==> config.mk <==
export PLATFORM = sky130hd
export DESIGN_NAME = cic_decim_ctrl
export DESIGN_NICKNAME = d
export VERILOG_FILES = /design/src/rtl/cic_pkg.sv /design/src/rtl/cic_rate_counter.sv /design/src/rtl/cic_decim_ctrl.sv
export SDC_FILE = /design/constraint.sdc
export NUM_CORES = 1
export LEC_CHECK = 0
export ABC_AREA = 1
export CORE_MARGIN = 2
export CORE_UTILIZATION = 54
export CTS_BUF_LIST = sky130_fd_sc_hd__clkbuf_4 sky130_fd_sc_hd__clkbuf_8
export DETAILED_ROUTE_END_ITERATION = 6
export PLACE_DENSITY = 0.79
export SLEW_MARGIN = 15
export SYNTH_ARGS = -nofsm -noshare
export SYNTH_HDL_FRONTEND = slang
export SYNTH_SLANG_ARGS = --single-unit
export TNS_END_PERCENT = 100
==> constraint.sdc <==
create_clock -name clk -period 1.93 [get_ports clk]
set_input_delay 0.2895 -clock clk [delete_from_list [all_inputs] [get_ports clk]]
set_output_delay 0.2895 -clock clk [all_outputs]
set_load 0.1 [all_outputs]
==> src/rtl/cic_pkg.sv <==
// Shared state encoding, rate constants and rate clamp for the CIC control blocks.
package cic_pkg;
  localparam int CIC_RATE_W       = 8;
  localparam int CIC_DEFAULT_RATE = 4;

  typedef enum logic [1:0] {
    IDLE  = 2'd0,
    CLEAR = 2'd1,
    RUN   = 2'd2
  } cic_state_t;

  // A zero rate has no meaning for a divider; treat it as pass-through.
  function automatic logic [31:0] clamp_rate(input logic [31:0] r);
    return (r == 32'd0) ? 32'd1 : r;
  endfunction
endpackage

==> src/rtl/cic_rate_counter.sv <==
// Modulo-rate sample counter; wrap is combinational on the sample that completes a group.
module cic_rate_counter #(
  parameter int RW = 8
) (
  input  logic          clk,
  input  logic          rst,
  input  logic          clear,
  input  logic          advance,
  input  logic [RW-1:0] rate,
  output logic          wrap
);
  logic [RW-1:0] count;
  logic [RW-1:0] last;

  assign last = rate - RW'(1);
  assign wrap = advance && (count == last);

  always_ff @(posedge clk) begin
    if (!rst || clear) begin
      count <= '0;
    end else if (wrap) begin
      count <= '0;
    end else if (advance) begin
      count <= count + RW'(1);
    end
  end
endmodule

==> src/rtl/cic_decim_ctrl.sv <==
// CIC decimator sequencer: rate divide, chain clear, comb warm-up blanking, safe rate changes.
// CIC_DECIM_CTRL_STATUS_EN adds the out_count / overrun status ports.
module cic_decim_ctrl import cic_pkg::*; #(
  parameter int M            = 1,
  parameter int RW           = CIC_RATE_W,
  parameter int CLEAR_CYCLES = 2,
  parameter int DEFAULT_RATE = CIC_DEFAULT_RATE
) (
  input  logic          clk,
  input  logic          rst,
  input  logic          enable,
  input  logic [RW-1:0] cfg_rate,
  input  logic          cfg_valid,
  output logic          cfg_ready,
  input  logic          in_valid,
  output logic          dec_strobe,
  output logic          out_valid,
  output logic          chain_clear,
  output logic          busy
`ifdef CIC_DECIM_CTRL_STATUS_EN
  ,
  output logic [15:0]   out_count,
  output logic          overrun
`endif
);
  localparam int WW = $clog2(M + 1);
  localparam int CW = (CLEAR_CYCLES > 1) ? $clog2(CLEAR_CYCLES) : 1;

  cic_state_t    state, next_state;
  logic [RW-1:0] rate, pend_rate, new_rate;
  logic          pending;
  logic [WW-1:0] warm;
  logic          warm_done;
  logic [CW-1:0] clr_cnt;
  logic          clr_done;
  logic          wrap, advance, cfg_acc;

  assign new_rate  = RW'(clamp_rate(32'(cfg_rate)));
  assign cfg_acc   = cfg_valid && cfg_ready;
  assign warm_done = (warm == WW'(M));
  assign clr_done  = (clr_cnt == CW'(CLEAR_CYCLES - 1));
  assign advance   = rst && (state == RUN) && in_valid;

  cic_rate_counter #(.RW(RW)) u_rate_counter (
    .clk     (clk),
    .rst     (rst),
    .clear   (state != RUN),
    .advance (advance),
    .rate    (rate),
    .wrap    (wrap)
  );

  always_ff @(posedge clk) begin
    if (!rst) state <= IDLE;
    else      state <= next_state;
  end

  always_comb begin
    next_state = state;
    case (state)
      IDLE:    if (enable) next_state = CLEAR;
      CLEAR:   if (clr_done) next_state = enable ? RUN : IDLE;
      RUN: begin
        if (!enable)              next_state = IDLE;
        else if (wrap && pending) next_state = CLEAR;
      end
      default: next_state = IDLE;
    endcase
  end

  // Everything is gated by rst so the reset cycle itself shows reset values.
  always_comb begin
    cfg_ready   = 1'b0;
    busy        = 1'b0;
    chain_clear = !rst;
    dec_strobe  = 1'b0;
    out_valid   = 1'b0;
    if (rst) begin
      case (state)
        IDLE:  cfg_ready = 1'b1;
        CLEAR: begin
          chain_clear = 1'b1;
          busy        = 1'b1;
        end
        RUN: begin
          busy       = 1'b1;
          cfg_ready  = !pending;
          dec_strobe = wrap;
          out_valid  = wrap && warm_done;
        end
        default: ;
      endcase
    end
  end

  // A rate taken while running waits for the next group boundary so no group is split.
  always_ff @(posedge clk) begin
    if (!rst) begin
      rate      <= RW'(DEFAULT_RATE);
      pend_rate <= '0;
      pending   <= 1'b0;
    end else begin
      case (state)
        IDLE: if (cfg_acc) rate <= new_rate;
        RUN: begin
          if (next_state != RUN) begin
            pending <= 1'b0;
            if (pending)      rate <= pend_rate;
            else if (cfg_acc) rate <= new_rate;
          end else if (cfg_acc) begin
            pend_rate <= new_rate;
            pending   <= 1'b1;
          end
        end
        default: ;
      endcase
    end
  end

  always_ff @(posedge clk) begin
    if (!rst || state == CLEAR) warm <= '0;
    else if (dec_strobe && !warm_done) warm <= warm + WW'(1);
  end

  always_ff @(posedge clk) begin
    if (!rst || state != CLEAR || clr_done) clr_cnt <= '0;
    else                                    clr_cnt <= clr_cnt + CW'(1);
  end

`ifdef CIC_DECIM_CTRL_STATUS_EN
  always_ff @(posedge clk) begin
    if (!rst || state == CLEAR) out_count <= '0;
    else if (out_valid)         out_count <= out_count + 16'd1;
  end

  always_ff @(posedge clk) begin
    if (!rst)                        overrun <= 1'b0;
    else if (cfg_valid && pending)   overrun <= 1'b1;
  end
`endif
endmodule
# After elaboration in Yosys (flattened, before gate mapping)
# Cells that the tools add are included.
[classes] add_sub_neg=4 eq_ne=7 muxes=23 n_bitwise=1 n_reduce_logical=23
[op_table] cell="2-to-1 mux 8 bit" count=4
[op_table] cell="case mux 8 bit (2 select lines)" count=1
[op_table] cell="2-to-1 mux 1 bit" count=11
[op_table] cell="2-to-1 mux 2 bit" count=5
[op_table] cell="adder 8 x 1 -> 8 bit (second input constant)" count=1
[op_table] cell="equality test 8 bit" count=1
[op_table] cell="logical NOT 8 bit" count=1
[op_table] cell="subtractor 8 x 1 -> 8 bit (second input constant)" count=1
[op_table] cell="logical AND 1 bit" count=7
[op_table] cell="case mux 2 bit (3 select lines)" count=1
[op_table] cell="logical OR 1 bit" count=4
[op_table] cell="!= test 2 x 1 -> 1 bit (second input constant)" count=2
[op_table] cell="!= test 2 bit (second input constant)" count=2
[op_table] cell="AND reduction 2 bit" count=2
[op_table] cell="nonzero test 2 bit" count=2
[op_table] cell="OR reduction 2 bit" count=2
[op_table] cell="logical NOT 1 bit" count=3
[op_table] cell="AND reduction 3 bit" count=1
[op_table] cell="adder 1 bit (second input constant)" count=2
[op_table] cell="equality test 2 x 1 -> 1 bit (second input constant)" count=1
[op_table] cell="equality test 2 bit (second input constant)" count=1
[op_table] cell="logical NOT 2 bit" count=1
[op_table] cell="case mux 1 bit (2 select lines)" count=1
[op_table] cell="NOT 1 bit" count=1
[word_totals] register_bits=29 input_bits=13 output_inout_bits=5 word_cells=65

# Depth between registers and ports, before layout
# Gate-level depths: netlist (run 1).
[logic_depth] ltp_word=11 mapped_depth=19 mapped_depth_nobuf=19

# Cells and area by module
# Synthesis (run 1) repeated with hierarchy kept, for this count alone.
[unflattened] hier_cells=313 area_unflattened_um2=1965.6
[modules_own_cells] module="cic_decim_ctrl" instances=1 cells_per_inst=206 area_per_inst_um2=1307.5
[modules_own_cells] module="cic_rate_counter" instances=1 cells_per_inst=107 area_per_inst_um2=658.1

# Worst setup path before layout (run 1)
# No wires, ideal clock.
[synth_path] path_type="register to output" start="register rate[0]" end="output out_valid" t_arrival_ns=3.914 slack_ns=-2.273 path_stages_with_launch=12 n_path_buf=0 path_cell_list="dfxtp_1 -> inv_2 -> ha_1 -> inv_1 -> nand2_1 -> nand2_1 -> nand3_1 -> a21oi_2 -> nand3_2 -> nor2_4 -> inv_1 -> nor3_1"
[synth_between] elab_chain_cells=6
[synth_lines] item="start, declared" line_no="cic_decim_ctrl.sv:30" text="logic [RW-1:0] rate, pend_rate, new_rate;"
[synth_lines] item="start signal, assigned" line_no="cic_decim_ctrl.sv:99" text="rate <= RW'(DEFAULT_RATE);"
[synth_lines] item="start signal, assigned" line_no="cic_decim_ctrl.sv:104" text="IDLE: if (cfg_acc) rate <= new_rate;"
[synth_lines] item="start signal, assigned" line_no="cic_decim_ctrl.sv:108" text="if (pending) rate <= pend_rate;"
[synth_lines] item="subtractor 8 x 1 -> 8 bit" line_no="cic_rate_counter.sv:15" text="assign last = rate - RW'(1);"
[synth_lines] item="equality test 8 bit" line_no="cic_rate_counter.sv:16" text="assign wrap = advance && (count == last);"
[synth_lines] item="logical AND 1 bit" line_no="cic_rate_counter.sv:16"
[synth_lines] item="logical AND 1 bit" line_no="cic_decim_ctrl.sv:89" text="out_valid = wrap && warm_done;"
[synth_lines] item="2-to-1 mux 1 bit" line_no="cic_decim_ctrl.sv:79" text="case (state)"
[synth_lines] item="2-to-1 mux 1 bit" line_no="cic_decim_ctrl.sv:78" text="if (rst) begin"
[synth_lines] item="end, declared" line_no="cic_decim_ctrl.sv:17" text="output logic out_valid,"
# Every way passes these cells.

# Worst setup path after layout (run 1)
[layout_path] start="register rate[1]" end="register rate[4]"
[layout_between] elab_chain_cells=10
[layout_lines] item="subtractor 8 x 1 -> 8 bit" line_no="cic_rate_counter.sv:15"
[layout_lines] item="equality test 8 bit" line_no="cic_rate_counter.sv:16"
[layout_lines] item="logical AND 1 bit" line_no="cic_rate_counter.sv:16"
[layout_lines] item="logical AND 1 bit" line_no="cic_decim_ctrl.sv:65" text="else if (wrap && pending) next_state = CLEAR;"
[layout_lines] item="2-to-1 mux 2 bit" line_no="cic_decim_ctrl.sv:65"
[layout_lines] item="2-to-1 mux 2 bit" line_no="cic_decim_ctrl.sv:64" text="if (!enable) next_state = IDLE;"
[layout_lines] item="case mux 2 bit (3 select lines)" line_no="cic_decim_ctrl.sv:60" text="case (state)"
[layout_lines] item="!= test 2 bit" line_no="cic_decim_ctrl.sv:106" text="if (next_state != RUN) begin"
[layout_lines] item="!= test 2 x 1 -> 1 bit (no source line)"
[layout_lines] item="AND reduction 2 bit (no source line)"
# Every way passes these cells.
# A chain may end at the register's enable or synchronous reset.

==> results of run 1 <==
[tightest hold or removal path: stages (launching register included)]
cell and delay, ns:
dfxtp_1 0.33, nor2_2 0.09, nor2_1 0.04
[metal layers]
layer  wire, µm  vias up  track usage [%]  share of wire, %
li1           -     1143                -                 -
met1       2470     1078             34.3                40
met2       3050       86             52.9                50
met3        325       32             7.47               5.3
met4        261        0             11.7               4.3
met5          0        -                0                 0
[stage by stage]
stage	power (W)	setup TNS, ns	area (µm²)
after floorplan	0.000961	-12.97	2050
after global placement	0.00112	-5.28	2560
after detailed placement	0.00113	-7.52	2560
after CTS	0.00173	-3.92	2810
after global routing	0.00186	-8.20	2920
final	0.00178	-5.81	2920
[flip-flops by register name, summed over array words and instances, names as in the netlist]
signal                cells
clr_cnt                   1
rate                      8
pend_rate                 8
state                     2
u_rate_counter.count      8
pending                   1
warm                      1
[layout by cell type (no fill, tap or decap), types with 5 or more instances in the layout]
cell type / instances
nand3_1: 8
nand2_1: 85
nand4_1: 6
nand3_2: 12
a21oi_1: 9
inv_2: 9
buf_12: 5
nand2_2: 7
clkbuf_8: 7
inv_1: 39
nor2_1: 44
dfxtp_1: 25
buf_4: 36
o21ai_0: 16
nor2_2: 12
clkdlybuf4s50_1: 12
[report_power, final]
| group | switching, W | total [W] | internal, W |
|---|---|---|---|
| combinational | 0.000323 | 0.000548 | 0.000225 |
| clock | 0.000257 | 0.000580 | 0.000322 |
| sequential | 0.0000262 | 0.000649 | 0.000623 |
[layout make-up]
| type | count | area (µm²) | share of cell area, % |
|---|---|---|---|
| timing repair buffer | 57 | 536 | 18.3 |
| sequential | 29 | 588 | 20.1 |
| multi-input combinational | 242 | 1450 | 49.6 |
| clock buffer | 7 | 96.3 | 3.30 |
| inverter | 49 | 186 | 6.39 |
| tap | 48 | 60.1 | 2.06 |
| clock inverter | 1 | 5.00 | 0.171 |
[logic make-up (layout without fill, tap and decap cells)]
logic type / after synthesis / count (layout) / synth area share [%]
AND/OR/NAND/NOR: 193 / 195 / 43.7
buffers and inverters: 55 / 114 / 10.8
AO/OA/AOI/OAI: 34 / 34 / 9.33
flip-flops: 29 / 29 / 29.2
adder cells (fa/ha/maj): 6 / 6 / 3.78
XOR/XNOR: 6 / 6 / 2.65
multiplexers: 1 / 1 / 0.504
[worst max-delay path by stage]
stage               startpoint      endpoint  slack, ns  depth (start not counted)
CTS                    rate[1]     out_valid      -0.32                         12
global route           rate[1]     out_valid      -0.48                         10
finish                 rate[1]       rate[4]      -0.34                         18
detailed placement         rst  pend_rate[3]      -0.37                         14
floorplan              rate[0]     out_valid      -0.91                         10
global placement           rst     out_valid      -0.26                         10
[repair_timing]
| item | CTS | global route |
|---|---|---|
| gates resized for setup | 20 | 24 |
| cloned | 2 | 0 |
| setup buffers | 4 | 6 |
| hold endpoints to repair | 0 | 0 |
| endpoints found under the setup margin | 19 | 29 |
| pin swaps | 18 | 12 |
==> summary.txt, run 1 <==
Die
  – Chip width: ~65 µm
  – # rows: 22
  – Total die area: 4180 µm²
  – Die Height: between 60 and 70 µm
  – Core region area: around 3600 µm²
  – I/O Pins: 18
  – Starting density of the core: between 50 and 60%

Yosys
  – Yosys reg bits: 29
  – Synth Instances: 324
  – Synth cell count leaders: nand2_1 (91), nor2_1 (52), inv_1 (44), dfxtp_1 (29), nand3_1 (18)
  – Synthesized cell area: between 1500 and 2000 µm²
  – Avg Inst Size Synth: ~6 µm²
  – Synth top area share: between 20 and 30%
  – Synth area leader: dfxtp_1
  – Area contributors post-synth: dfxtp_1 (29%), nand2_1 (17%), nor2_1 (9.8%)
  – Post-synthesis async set-or-reset flop share: 0%
  – Post-synth EDFFs: 0
  – Seq/Total Area, Yosys: 29.2%
  – Synth Flop Type: dfxtp_1
  – Syn_nets: approximately 340
  – Most frequent cell after synthesis: nand2_1
  – Synth Warn #: 0
  – Synth cell types: 30

Run status
  – Status: finished, violations left
  – Failing checks: setup timing

CTS
  – Worst-Skew Late Latency: just under 0.3 ns
  – # H-tree levels: 2
  – CTS tree: done
  – Root buffer cell: clkbuf_8
  – Max Root-Sink Buffers: 2
  – Clock slew at reported path FFs: 0.07 ns
  – CTS Hold Buffers Added: 0
  – Sink Count: 29
  – CTS Buf Count: 5

GRT
  – Largest net degree at the start of global routing: 20
  – Vias in the first global route: ~2,200
  – Antenna violations before repair: 0
  – First-pass GRT wire length: between 9 and 10 mm
  – GR Overflow Total: 0
  – Gr usage total: ~30%

Timing
  – Setup Skew: roughly 0.0021 ns
  – Max-slew violations: 0
  – Tightest Pin Transition: about 0.4 ns
  – Final min period: ~2.3 ns
  – Worst slew margin: a little over 70%
  – Unrepaired setup endpoints after global routing: yes
  – Worst Hold Slack: slightly below 0.5 ns
  – FMAX: approximately 0.44 GHz
  – Final period util: 118%
  – Final Hold Fails: 0
  – Final setup viols: 20
  – Final WS setup: -0.338 ns

Setup path
  – Worst reg2reg path depth: 18
  – R2r setup slk: -0.34 ns
  – Critical path arrival: about 2.5 ns
  – Kind of cell adding the most delay to the critical path: simple AND/OR/NAND/NOR gates
  – Reg-to-reg endpoint: rate[4]
  – Slowest-stage cell, CP: dfxtp_2
  – Worst path max stage delay: 0.36 ns
  – Cell chain of the critical path: inv_2 > ha_4 > inv_2 > nand2_1 > nand2_1 > nand3_2 > buf_4 > inv_1 > nand2_1 > nor2_1 > nand4_1 > nand2_2 > a21oi_4 > buf_6 > nand3_4 > nand3_2 > nand2_1 > nor2_1
  – Max FO, Critical Path: 5
  – Critical path buffers and inverters: 5
  – CP Class: reg -> reg
  – Reg-to-Reg Start: rate[1]
  – Startpoint Class: flip-flop
  – Required @ worst endpoint: about 2.1 ns
  – Worst Setup End Kind: flip-flop
  – Most numerous cell on the critical path: nand2_1

Route
  – Final WL: 6.11 mm
  – # DRC: 0
  – Initial DRT Pass Iterations: 5
  – DR vias: about 2,300
  – DR WL/cell: ~14 µm
  – Final ANT Viol Nets: 0
  – DRT iter0 DRCs: about 160
  – Vias per cell: between 5 and 6

Placement
  – DP HPWL: 3.74 mm
  – Placed cell count: between 400 and 500
  – Placer Congestion: 0.929
  – IO buf count: 17
  – Setup WS pre-CTS: -0.373 ns

Hold path
  – Hold endpoint: pend_rate[3]
  – Hold_sp: pend_rate[3]
  – Hold Crit Class: reg -> reg
  – WHS Path Cells: 2

Cells and area
  – Finished Layout Cells: roughly 430
  – Nets: roughly 400
  – Layout cells sized above 1: about 32%
  – Layout area overhead: 47.0%
  – Ant diodes: 0
  – Util after Layout: 81.0%
  – FILL cells: 229

Power and ir drop
  – Power Density: roughly 600 nW/µm²
  – Worst VDD drop: between 0.4 and 0.5 mV
  – Pleak: between 1 and 1.5 nW

Job
  – MaxCap Viol Count: 0
Power figures use the tool's default switching activity.
==> inputs of run 2 (changes only) <==
- SLEW_MARGIN: 15 -> 30
==> results of run 2 <==
Final layout, timing and power as in run 1 (identical DEF).
==> inputs of run 3 (changes only) <==
--- a/config.mk
+++ b/config.mk
@@ -9,6 +9,6 @@
 export CORE_MARGIN = 2
-export CORE_UTILIZATION = 54
+export CORE_UTILIZATION = 60
 export CTS_BUF_LIST = sky130_fd_sc_hd__clkbuf_4 sky130_fd_sc_hd__clkbuf_8
 export DETAILED_ROUTE_END_ITERATION = 6
-export PLACE_DENSITY = 0.79
+export PLACE_DENSITY = 0.83
 export SLEW_MARGIN = 30
==> constraint.sdc (replaced) <==
create_clock -name clk -period 2.5 [get_ports clk]
set_input_delay 0.375 -clock clk [delete_from_list [all_inputs] [get_ports clk]]
set_output_delay 0.375 -clock clk [all_outputs]
set_load 0.01 [all_outputs]
==> summary.txt, run 3 (synthesis gave the netlist of run 1 again) <==
Setup path
  – Critical path buffers and inverters: 4 (-1)
  – Critical path arrival: 1.98 ns (-0.47 ns)
  – Max FO, Critical Path: 20 (+15)
  – Required @ worst endpoint: 2.12 ns (about the same)
  – Worst Setup End Kind: primary output
  – Cell chain of the critical path: clkdlybuf4s50_1 > buf_4 > inv_1 > o22ai_1 > clkdlybuf4s50_1
  – Startpoint Class: input port
  – Kind of cell adding the most delay to the critical path: buffers and inverters
  – Most numerous cell on the critical path: clkdlybuf4s50_1
  – CP Class: in -> out
  – Worst path max stage delay: 0.57 ns (+0.21 ns)
  – Slowest-stage cell, CP: clkdlybuf4s50_1

Power and ir drop
  – Clock group share of total power: 27.2% (-5.4 points)
  – Pleak: 1.11 nW (-18%)
  – Net Sw Frac: 33.7% (-0.43 points)
  – Power Density: 462 nW/µm² (-24%)
  – Switch Pwr: 0.000362 W (-40%)
  – Worst VDD drop: 0.377 mV (-7.0%)
  – Internal Pwr Total: 0.000712 W (-39%)
  – Total Power: 0.00107 W (-40%)
  – Gate power share: 26.4% (-4.5 points)
  – Register share of total power: 46.5% (+10 points)

Timing
  – Final setup viols: 0 (-100%)
  – Worst Hold Slack: 0.471 ns (-0.0267 ns)
  – Setup TNS: 0 ns (+5.81 ns)
  – Final min period: 2.36 ns
  – Unrepaired setup endpoints after global routing: yes
  – Tightest Pin Transition: 0.380 ns (-0.0260 ns)
  – Worst slew margin: 74.6% (+1.9 points)
  – Max-slew violations: 0 (unchanged)
  – Setup Skew: 0.00904 ns (+0.00697 ns)
  – FMAX: roughly 0.42 GHz
  – Final period util: 94.3%
  – Final Hold Fails: 0 (unchanged)

Route
  – DR WL/cell: 11.4 µm (-20%)
  – DRT iter0 DRCs: 101 (-36%)
  – Final ANT Viol Nets: 0 (unchanged)
  – # DRC: 0 (unchanged)
  – Initial DRT Pass Iterations: 4 (-1)
  – Vias per cell: 5.12 (-5.2%)
  – DR vias: 2,044 (-13%)
  – Final WL: 4.53 mm (-26%)

GRT
  – First-pass GRT wire length: 7.37 mm (-24%)
  – Largest net degree at the start of global routing: 21 (+5.0%)
  – Vias in the first global route: 1,799 (-20%)
  – GR Overflow Total: 0 (unchanged)
  – Antenna violations before repair: 0 (unchanged)
  – Gr usage total: 26.3% (-3.5 points)

Cells and area
  – Finished Layout Cells: 399 (-7.9%)
  – Layout cells sized above 1: 13.8% (-18 points)
  – Largest registers: pend_rate: 8 flops, rate: 8 flops, u_rate_counter.count: 8 flops
  – Commonest non-fill, non-tap cell in the layout: nand2_1
  – Ant diodes: 0 (unchanged)
  – Layout area overhead: 17.1%
  – FILL cells: 282 (+23%)
  – Nets: 373 (-7.4%)
  – Commonest cells after routing, fill and taps aside: nand2_1 (91), nor2_1 (52), inv_1 (44)

CTS
  – CTS Buf Count: 5 (unchanged)
  – Postcts setup bufs: 0 (-4)
  – Clock slew at reported path FFs: 0.09 ns (+0.02 ns)
  – Max Root-Sink Buffers: 2 (unchanged)
  – # H-tree levels: 2 (unchanged)
  – Worst-Skew Late Latency: 0.34 ns (+0.05 ns)
  – CTS tree: done
  – Root buffer cell: clkbuf_4
  – Sink Count: 29 (unchanged)

Die
  – Core region area: 3100 µm² (-14%)
  – # rows: 20 (-9.1%)
  – Starting density of the core: 64.0% (+8.9 points)
  – Chip width: 61.5 µm (-4.8%)
  – Total die area: 3790 µm² (-9.4%)
  – Die Height: 61.5 µm (-4.8%)
  – I/O Pins: 18 (unchanged)

Placement
  – IO buf count: 17 (unchanged)
  – Placer Congestion: 0.902 (-2.9%)
  – DP HPWL: 3.54 mm (-5.4%)
  – Placed cell count: 391 (-6.0%)

Job
  – MaxCap Viol Count: 0 (unchanged)

Run status
  – Status: finished clean

Hold path
  – Hold Crit Class: reg -> reg
==> run 3: cell count changes in the layout (fill, tap and decap cells not counted), sizes merged <==
cell,change
buf,-32
clkbuf,-1
clkdlybuf4s15,+1
clkdlybuf4s50,+3
clkinv,+1
nand3,-1
nand4,-1
==> run 3: final cells by class <==
cell class	count	area (µm²)	share of cell area [%]
multi-input cells	240	1190	51.4
flip-flops and latches	29	582	25.0
repair buffers	29	255	11.0
clock buffers	6	45.0	1.94
inverters	49	184	7.91
clock inverters	2	10.0	0.430
well taps	44	55.1	2.37
==> run 3: stage by stage <==
step	utilization [%]	area, µm²	setup WS (ns)
global route	75.0	2330	-0.0176
finish	75.0	2330	0.142
global placement	73.1	2270	-0.0393
detailed placement	73.1	2270	-0.0737
CTS	74.8	2320	0.0377
floorplan	-	1990	0.432
==> run 3: power groups by stage <==
stage	Clock, W	Sequential [W]	Combinational (W)
6_report	0.000292	0.000499	0.000283
5_1_grt	0.000313	0.000502	0.000319
4_1_cts	0.000296	0.000499	0.000280
3_5_place_dp	0	0.000510	0.000278
3_3_place_gp	0	0.000509	0.000272
2_1_floorplan	0	0.000506	0.000196
==> run 3: per-layer routing <==
layer	part of all wire, %	GRT usage [%]
met1	47	31.7
met2	48	46.9
met3	3.8	5.67
met4	1.4	7.29
met5	0	0
==> run 3: repair_timing <==
action / 4_1_cts / 5_1_grt
gates resized for setup: 2 / 7
setup endpoints to repair: 2 / 2
endpoints found under the hold margin: 0 / 0
hold buffers: 0 / 0
==> run 3: worst min-delay path, stage by stage (launching register included) <==
cell and delay (ns):
dfxtp_1 0.31, inv_1 0.06, a21oi_1 0.06
==> run 3: final timing paths <==
check,from,to,slack [ns],cells after the start
setup / recovery,rst,cfg_ready,0.14,5
hold / removal,warm,warm,0.47,2
setup reg to reg,state[0],pend_rate[0],0.26,12
hold reg to reg,warm,warm,0.47,2
